<file path="src/rtl/syn_fifo.sv">
// rtl/syn_fifo.sv - single-clock synchronous FIFO with registered read port
//
// Ports:
//   clk, rst           : clock and synchronous active-high reset
//   wr, wr_data        : write request and data (ignored while full)
//   rd                 : read request (ignored while empty)
//   rd_data            : registered read data, holds between reads
//   rd_data_vld        : rd_data is the word returned by the previous edge's read
//   cfg_almost_full    : almost_full asserted when occupancy >= this value
//   cfg_almost_empty   : almost_empty asserted when occupancy <= this value
//   full, empty        : occupancy == data_depth / occupancy == 0
//   almost_full/empty  : threshold flags, decoded from the count register
//   fifo_num           : current occupancy, 0..data_depth

module syn_fifo #(
  parameter int data_width  = 32,
  parameter int data_depth  = 32,
  parameter int depth_width = 5
) (
  input  logic                   clk,
  input  logic                   rst,
  input  logic                   wr,
  input  logic [data_width-1:0]  wr_data,
  input  logic                   rd,
  output logic [data_width-1:0]  rd_data,
  output logic                   rd_data_vld,
  input  logic [depth_width:0]   cfg_almost_full,
  input  logic [depth_width:0]   cfg_almost_empty,
  output logic                   full,
  output logic                   empty,
  output logic                   almost_full,
  output logic                   almost_empty,
  output logic [depth_width:0]   fifo_num
);

  localparam logic [depth_width-1:0] last_ptr  = depth_width'(data_depth - 1);
  localparam logic [depth_width:0]   depth_num = (depth_width + 1)'(data_depth);

  logic [data_width-1:0]  mem [data_depth];
  logic [depth_width-1:0] wr_ptr;
  logic [depth_width-1:0] rd_ptr;
  logic                   wr_en;
  logic                   rd_en;

  // Flags come only from the count register, so there is no path from
  // wr/rd to any output.
  assign full         = (fifo_num == depth_num);
  assign empty        = (fifo_num == '0);
  assign almost_full  = (fifo_num >= cfg_almost_full);
  assign almost_empty = (fifo_num <= cfg_almost_empty);

  assign wr_en = wr & ~full;
  assign rd_en = rd & ~empty;

  // Storage is not reset; stale words are unreachable once the pointers clear.
  always_ff @(posedge clk) begin
    if (wr_en) begin
      mem[wr_ptr] <= wr_data;
    end
  end

  always_ff @(posedge clk) begin
    if (rst) begin
      wr_ptr <= '0;
    end else if (wr_en) begin
      // Explicit wrap so non-power-of-two depths work.
      wr_ptr <= (wr_ptr == last_ptr) ? '0 : wr_ptr + 1'b1;
    end
  end

  always_ff @(posedge clk) begin
    if (rst) begin
      rd_ptr      <= '0;
      rd_data     <= '0;
      rd_data_vld <= 1'b0;
    end else begin
      rd_data_vld <= rd_en;
      if (rd_en) begin
        rd_data <= mem[rd_ptr];
        rd_ptr  <= (rd_ptr == last_ptr) ? '0 : rd_ptr + 1'b1;
      end
    end
  end

  always_ff @(posedge clk) begin
    if (rst) begin
      fifo_num <= '0;
    end else if (wr_en && !rd_en) begin
      fifo_num <= fifo_num + 1'b1;
    end else if (rd_en && !wr_en) begin
      fifo_num <= fifo_num - 1'b1;
    end
  end

endmodule

</file>
<file path="config.mk">
export PLATFORM = sky130hd
export DESIGN_NAME = syn_fifo
export DESIGN_NICKNAME = d
export VERILOG_FILES = /design/src/rtl/syn_fifo.sv
export SDC_FILE = /design/constraint.sdc
export NUM_CORES = 1
export LEC_CHECK = 0
export CAP_MARGIN = 20
export CORE_ASPECT_RATIO = 0.75
export CORE_MARGIN = 2
export CORE_UTILIZATION = 30
export CTS_CLUSTER_DIAMETER = 150
export DETAILED_ROUTE_END_ITERATION = 10
export GPL_ROUTABILITY_DRIVEN = 0
export PLACE_DENSITY = 0.53
export RECOVER_POWER = 50
export REMOVE_ABC_BUFFERS = 1
export SLEW_MARGIN = 30
export SYNTH_ARGS = -nofsm -noshare
export SYNTH_HDL_FRONTEND = slang
export SYNTH_SLANG_ARGS = --single-unit
</file>
<file path="constraint.sdc">
create_clock -name clk -period 6.52 [get_ports clk]
set_input_delay 0.978 -clock clk [delete_from_list [all_inputs] [get_ports clk]]
set_output_delay 0.978 -clock clk [all_outputs]
set_load 0.01 [all_outputs]
</file>
==> results of run 1 <==
## per-stage QoR
step | area [um^2] | instances | hold WS [ps] | power (mW) | utilization (%)
floorplan | 41000 | 1777 | 477 | 10.1 | -
global placement | 44900 | 3775 | 521 | 10.7 | 32.6
detailed placement | 44900 | 3779 | 534 | 10.7 | 32.6
CTS | 48300 | 3972 | 544 | 16.7 | 35.1
global route | 48400 | 3979 | 579 | 17.2 | 35.2
finish | 48400 | 3979 | 548 | 16.5 | 35.2
## power by group through the flow
| stage | clock, mW | combinational (mW) | sequential [mW] |
|---|---|---|---|
| 3_3_place_gp | 0 | 2.57 | 8.10 |
| 2_1_floorplan | 0 | 1.83 | 8.27 |
| 3_5_place_dp | 0 | 2.57 | 8.10 |
| 4_1_cts | 6.19 | 2.58 | 7.95 |
| 6_report | 6.06 | 2.52 | 7.93 |
| 5_1_grt | 6.46 | 2.73 | 7.97 |
## cell families (layout without fill, tap and decap cells)
kind of cell	count (synthesis)	in the layout	share of synthesized area, %
adders and majority gates	26	26	0.802
and+or+nand+nor	138	138	1.99
DFF	1073	1073	76.5
buffers and inverters	122	360	1.27
AOI/OAI and AO/OA	135	135	2.30
muxes	384	384	17.1
other	0	1	0
xor gates and xnor gates	2	2	0.0422
## state kept, by name, summed over array words and instances (netlist names)
register     cells
fifo_num         6
rd_ptr           5
mem           1024
wr_ptr           5
rd_data_vld      1
rd_data         32
## synthesized netlist by cell type (2+ instances only)
| master | n | area [um^2] |
|---|---|---|
| o21ai_0 | 9 | 45.0 |
| buf_2 | 32 | 160 |
| ha_1 | 25 | 313 |
| nand3b_1 | 4 | 30.0 |
| o21a_1 | 3 | 22.5 |
| nor4b_1 | 2 | 17.5 |
| mux2i_1 | 96 | 961 |
| a31oi_1 | 2 | 12.5 |
| nor3_1 | 11 | 55.1 |
| buf_6 | 4 | 45.0 |
| a22o_1 | 32 | 280 |
| nand2_1 | 21 | 78.8 |
| nand3_1 | 5 | 25.0 |
| and3_1 | 2 | 12.5 |
| clkbuf_1 | 55 | 206 |
| a21o_1 | 35 | 263 |
| mux2_2 | 32 | 360 |
| or4_1 | 3 | 22.5 |
| o31a_1 | 2 | 17.5 |
| nor4_1 | 3 | 18.8 |
| a21oi_1 | 16 | 80.1 |
| nor2_1 | 45 | 169 |
| or3b_2 | 3 | 26.3 |
| mux4_2 | 256 | 5770 |
| edfxtp_1 | 1024 | 30700 |
| inv_1 | 19 | 71.3 |
| dfxtp_1 | 49 | 981 |
| nor2b_1 | 2 | 12.5 |
| nor3_2 | 30 | 300 |
| o22ai_1 | 33 | 206 |
| buf_1 | 12 | 45.0 |
## final cells by class
cell class                 count  area [um^2]
fill                       12695        89200
clock buffer                 136         2790
sequential                  1073        31700
multi-input combinational    685         9460
clock inverter                57          641
timing repair buffer         148         1370
antenna                        1         2.50
tap                         1860         2330
inverter                      19         71.3
## worst max path at each step
stage | from | to | slack, ps
6_report | fifo_num[1] | fifo_num[4] | 1690
5_1_grt | fifo_num[1] | fifo_num[4] | 1250
4_1_cts | fifo_num[1] | fifo_num[4] | 2270
3_5_place_dp | wr | mem[11][28] | 2190
3_3_place_gp | wr | mem[7][16] | 2130
2_1_floorplan | rd_ptr[0] | rd_ptr[3] | -5710
## tightest hold or removal path: cells and delay by family, from the launching register on
kind	cells	cell delay, ps
flip-flops	1	360
AND/OR/NAND/NOR	1	80
AO/OA/AOI/OAI	1	60
## layer usage
layer / GRT usage (%) / up-vias / wire, um
met5: 0 / - / 0
met4: 3.29 / 0 / 1500
met3: 2.70 / 112 / 6600
met2: 22.3 / 643 / 47800
met1: 21.3 / 10686 / 46800
li1: - / 8225 / -
==> flow_summary.json, run 1 <==
{
  "ff2ff_path_depth": 11,
  "type_of_element_launching_the_critical_path": "flip-flop",
  "final_period_minus_worst_setup_slack_ps": 4830,
  "launching_point_of_the_worst_reg2reg_path": "fifo_num[1]",
  "dominantRegCellSynth": "edfxtp_1",
  "worst_setup_hold_path_clk_slew_ps": 70,
  "grtUsageTotal_pct": 14.5,
  "clock_insertion_delay_worst_skew_ps": 700,
  "min_path_type": "reg -> reg",
  "internal_power_mw": 12.4,
  "postSynthAreaPerCell_um2": 22.1,
  "finalSetupViolCount": 0,
  "timing.final.hold_violations": 0,
  "die_y_um": 326,
  "unique_masters_post_synth": 44,
  "fp.dieW_um": 433,
  "critical-path-top-delay-family": "compound AO/OA/AOI/OAI gates",
  "drt-initial-drc-count": 1992,
  "power.net_switching_mw": 4.11,
  "antenna_found_initial": 3,
  "critical_path.n_buffers_inverters": 2,
  "r2r-end": "fifo_num[4]",
  "cts_max_path_buffers": 3,
  "clock_power_share_pct": 36.7,
  "timing.critical_path.fanout_max": 9,
  "ios": 91,
  "floorplan.die_area_um2": 141000,
  "critPathCaptureType": "flip-flop",
  "worst_ep_required_time_ps": 7130,
  "post-route-drc-count": 0,
  "ant_nets": 0,
  "post_cts_setup_buffer_count": 0,
  "post-route-worst-setup-slack_ps": 1690,
  "cts_buffers": 102,
  "vias_per_cell": 4.94,
  "swShare_pct": 24.9,
  "initial_core_util_pct": 30.1,
  "detail_route.wl_per_cell_um": 25.8,
  "vdd_drop_max_v": 0.000253,
  "post_synth_instance_area_um2": 41500,
  "worst-endpoint-arrival_ps": 5440,
  "num-nets-final": 2103,
  "synthesis.yosys.warnings": 0,
  "layout-drive-gt1-share_pct": 27.1,
  "fin_worst_skew_ps": 34.3,
  "timing.setup.tns_ps": 0,
  "fmax_mhz": 207,
  "buffer_ports.inserted": 90,
  "worst_slew_margin_rel_pct": -76.3,
  "unrepaired_setup_endpoints_after_global_routing": "false",
  "timing.critical_path.slowest_cell_delay_ps": 1110,
  "dpl.hpwl_mm": 59.6,
  "synth_async_sr_flop_share_pct": 0,
  "ys_seq_area_share_pct": 76.5,
  "cts-root-buf": "clkbuf_16",
  "fp.coreArea_um2": 138000,
  "holdPathEnd": "rd_ptr[4]",
  "hold_buf_cts": 0,
  "std_cell_rows": 118,
  "number_of_cells_upsized_or_downsized_after_cts": 0,
  "leftover_overflow_at_the_end_of_global_routing": 0,
  "timing.setup.critical_path_class": "reg -> reg",
  "route.vias.total": 19666,
  "grt_pass1_vias": 20299,
  "cts.sinks": 1073,
  "hold_path_startpoint": "rd_ptr[4]",
  "timing.max_cap.violations": 19,
  "result_of_the_run": "finished with violations",
  "leading_cell_type_in_the_layout_fill_and_taps_excluded": "edfxtp_1",
  "cp_num_cells": 11,
  "grt_max_degree": 111,
  "postSynthCellCount": 1880,
  "cpMaxStageDelayCell": "o31ai_1",
  "power_dens_cells_nw_per_um2": 341,
  "grt_pass1_wl_mm": 148,
  "pre_cts_slack_ps": 2190,
  "timing.reg2reg.setup_slack_ps": 1690,
  "detail_route.first_pass.iterations": 7,
  "area_delta_synth_final_pct": 16.7,
  "mostFrequentLayoutCells": "edfxtp_1 (1024), mux4_2 (256), clkbuf_16 (103), mux2i_1 (96), clkbuf_1 (57)",
  "cts_tree": "done",
  "hold-path-cell-count": 2,
  "seqPwrFrac_pct": 48.0,
  "leakagePower_nw": 14.7,
  "cts-htree-levels": 3,
  "max_slew.worst_pin.slew_ps": 2640,
  "ys_seq_elements": 1073,
  "power.share.combinational_pct": 15.3,
  "period_share_pct": 74.1,
  "cp_cell_instances": "or4_1 > o31ai_1 > inv_1 > ha_1 > inv_1 > ha_1 > nor2b_1 > o21a_1 > o21ai_0 > or3b_2 > a21oi_1",
  "synth-edff-count": 1024,
  "timing.final.max_slew_violations": 627,
  "drt_wl_total_mm": 103,
  "violations": "capacitance limit, slew limit"
}
No activity file was read; power rests on OpenSTA's default activity.
==> run 2: changes to the inputs <==
==> constraint.sdc (replaced) <==
create_clock -name clk -period 4.9 [get_ports clk]
set_input_delay 0.735 -clock clk [delete_from_list [all_inputs] [get_ports clk]]
set_output_delay 0.735 -clock clk [all_outputs]
set_load 0.01 [all_outputs]
==> flow_summary.json, run 2 (synthesis results as in run 1) <==
{
  "result_of_the_run": "finished with violations",
  "violations": "capacitance limit, slew limit",
  "final_period_minus_worst_setup_slack_ps": 4310,
  "cts_max_path_buffers": 3,
  "max_slew.worst_pin.slew_ps": 2980,
  "cts-root-buf": "clkbuf_16",
  "layout.filler_cells": 12712,
  "cts_tree": "done",
  "timing.final.max_slew_violations": 539,
  "timing.max_cap.violations": 18,
  "post_place_cell_area_um2": 45300,
  "fin_worst_skew_ps": 19.5,
  "buffer_ports.inserted": 90,
  "post_cts_setup_buffer_count": 0,
  "leftover_overflow_at_the_end_of_global_routing": 0,
  "largestRegisters": "mem x1024, rd_data x32, fifo_num x6",
  "floorplan.die_area_um2": 141000,
  "layout-drive-gt1-share_pct": 26.9,
  "power.share.combinational_pct": 15.5,
  "largest_reg_flops": 1024,
  "fmax_mhz": 232,
  "initial_core_util_pct": 30.1,
  "detail_route.wl_per_cell_um": 25.4,
  "swShare_pct": 25.2,
  "ios": 91,
  "leading_cell_type_in_the_layout_fill_and_taps_excluded": "edfxtp_1",
  "drt-initial-drc-count": 2005,
  "std_cell_rows": 118,
  "drt_wl_total_mm": 101,
  "die_y_um": 326,
  "cts_buffers": 101,
  "layout.cells.non_filler": 3989,
  "number_of_cells_upsized_or_downsized_after_cts": 0,
  "multi_input_area_um2": 9470,
  "min_path_type": "in -> reg",
  "seqPwrFrac_pct": 48.4,
  "clock_power_share_pct": 36.1,
  "mostFrequentLayoutCells": "edfxtp_1 (1024), mux4_2 (256), clkbuf_16 (101), mux2i_1 (96), clkbuf_1 (58)",
  "timing.final.hold_violations": 0,
  "clock_insertion_delay_worst_skew_ps": 710,
  "power_dens_cells_nw_per_um2": 449,
  "finalSetupViolCount": 0,
  "dpl.cell_count": 3800,
  "timing.critical_path.fanout_max": 37,
  "final_cell_area_um2": 48500,
  "grt_max_degree": 63,
  "worst-endpoint-arrival_ps": 4900,
  "vias_per_cell": 4.90,
  "cts-htree-levels": 3,
  "fp.coreArea_um2": 138000,
  "antenna_found_initial": 4,
  "grt_util_met1_pct": 21.0,
  "period_share_pct": 88.1,
  "hold_buf_cts": 0,
  "dpl.hpwl_mm": 61.0,
  "post-route-drc-count": 0,
  "internal_power_mw": 16.3,
  "vdd_drop_max_v": 0.000299,
  "power.net_switching_mw": 5.49,
  "leakagePower_nw": 14.7,
  "detail_route.first_pass.iterations": 5,
  "fp.dieW_um": 433,
  "max_flop_register": "mem",
  "grt_pass1_wl_mm": 147,
  "type_of_element_launching_the_critical_path": "flip-flop",
  "gr-max-usage-layer": "met2",
  "grt_pass1_vias": 20681,
  "num-nets-final": 2117,
  "worst_ep_required_time_ps": 5480,
  "ff_latch_area_um2": 31700,
  "timing.setup.critical_path_class": "reg -> reg",
  "worst_setup_hold_path_clk_slew_ps": 70,
  "global_route_met2_usage_pct": 22.5,
  "ant_nets": 0,
  "grtUsageTotal_pct": 14.4,
  "critPathCaptureType": "flip-flop",
  "cts.sinks": 1073,
  "worst_slew_margin_rel_pct": -98.7,
  "unrepaired_setup_endpoints_after_global_routing": "false",
  "area_delta_synth_final_pct": 16.9,
  "gr-usage-met3_pct": 2.32,
  "route.vias.total": 19547
}
run 2: worst paths after layout:
check | start | endpoint | slack (ps) | cells past startpoint
max reg2reg | fifo_num[1] | rd_data[11] | 590 | 6
max | fifo_num[1] | rd_data[11] | 590 | 6
min | rst | rd_ptr[1] | 380 | 2
min reg2reg | rd_ptr[4] | rd_ptr[4] | 550 | 2
run 2: power groups by stage:
stage	registers, mW	clock network, mW	logic (mW)
after global placement	10.8	0	3.47
after global routing	10.6	8.41	3.65
after floorplan	10.9	0	2.02
after detailed placement	10.8	0	3.50
after CTS	10.6	8.06	3.51
final	10.6	7.86	3.38
run 2: through the flow:
step	setup slack [ps]	setup TNS (ps)	power (mW)	utilization [%]	hold WS, ps
finish	585	0	21.8	35.2	381
global route	461	0	22.7	35.2	369
CTS	775	0	22.1	35.3	329
detailed placement	813	0	14.3	32.9	533
global placement	902	0	14.2	33.0	544
floorplan	-7330	-262100	12.9	-	477
run 2: cell type report:
type	count	share of cell area [%]
flip-flops and latches	1073	65.5
multi-input cells	685	19.5
clock buffers	135	5.68
well taps	1860	4.80
repair buffers	163	3.22
clock inverters	53	1.18
inverters	19	0.147
diodes	1	0.00516
run 2: metal layers:
layer | share of wire (%) | wire length (um) | up-vias
met5 | 0 | 0 | -
met4 | 2.1 | 2090 | 0
met3 | 5.0 | 5030 | 145
met2 | 47 | 47500 | 536
met1 | 46 | 46700 | 10623
li1 | - | - | 8243
run 2: critical path: stages (launching register included):
cell and delay (ps):
dfxtp_1 460, or4_1 250, o31a_2 150, clkbuf_1 2090, and3_4 890, a21o_1 270
nor3_2 60
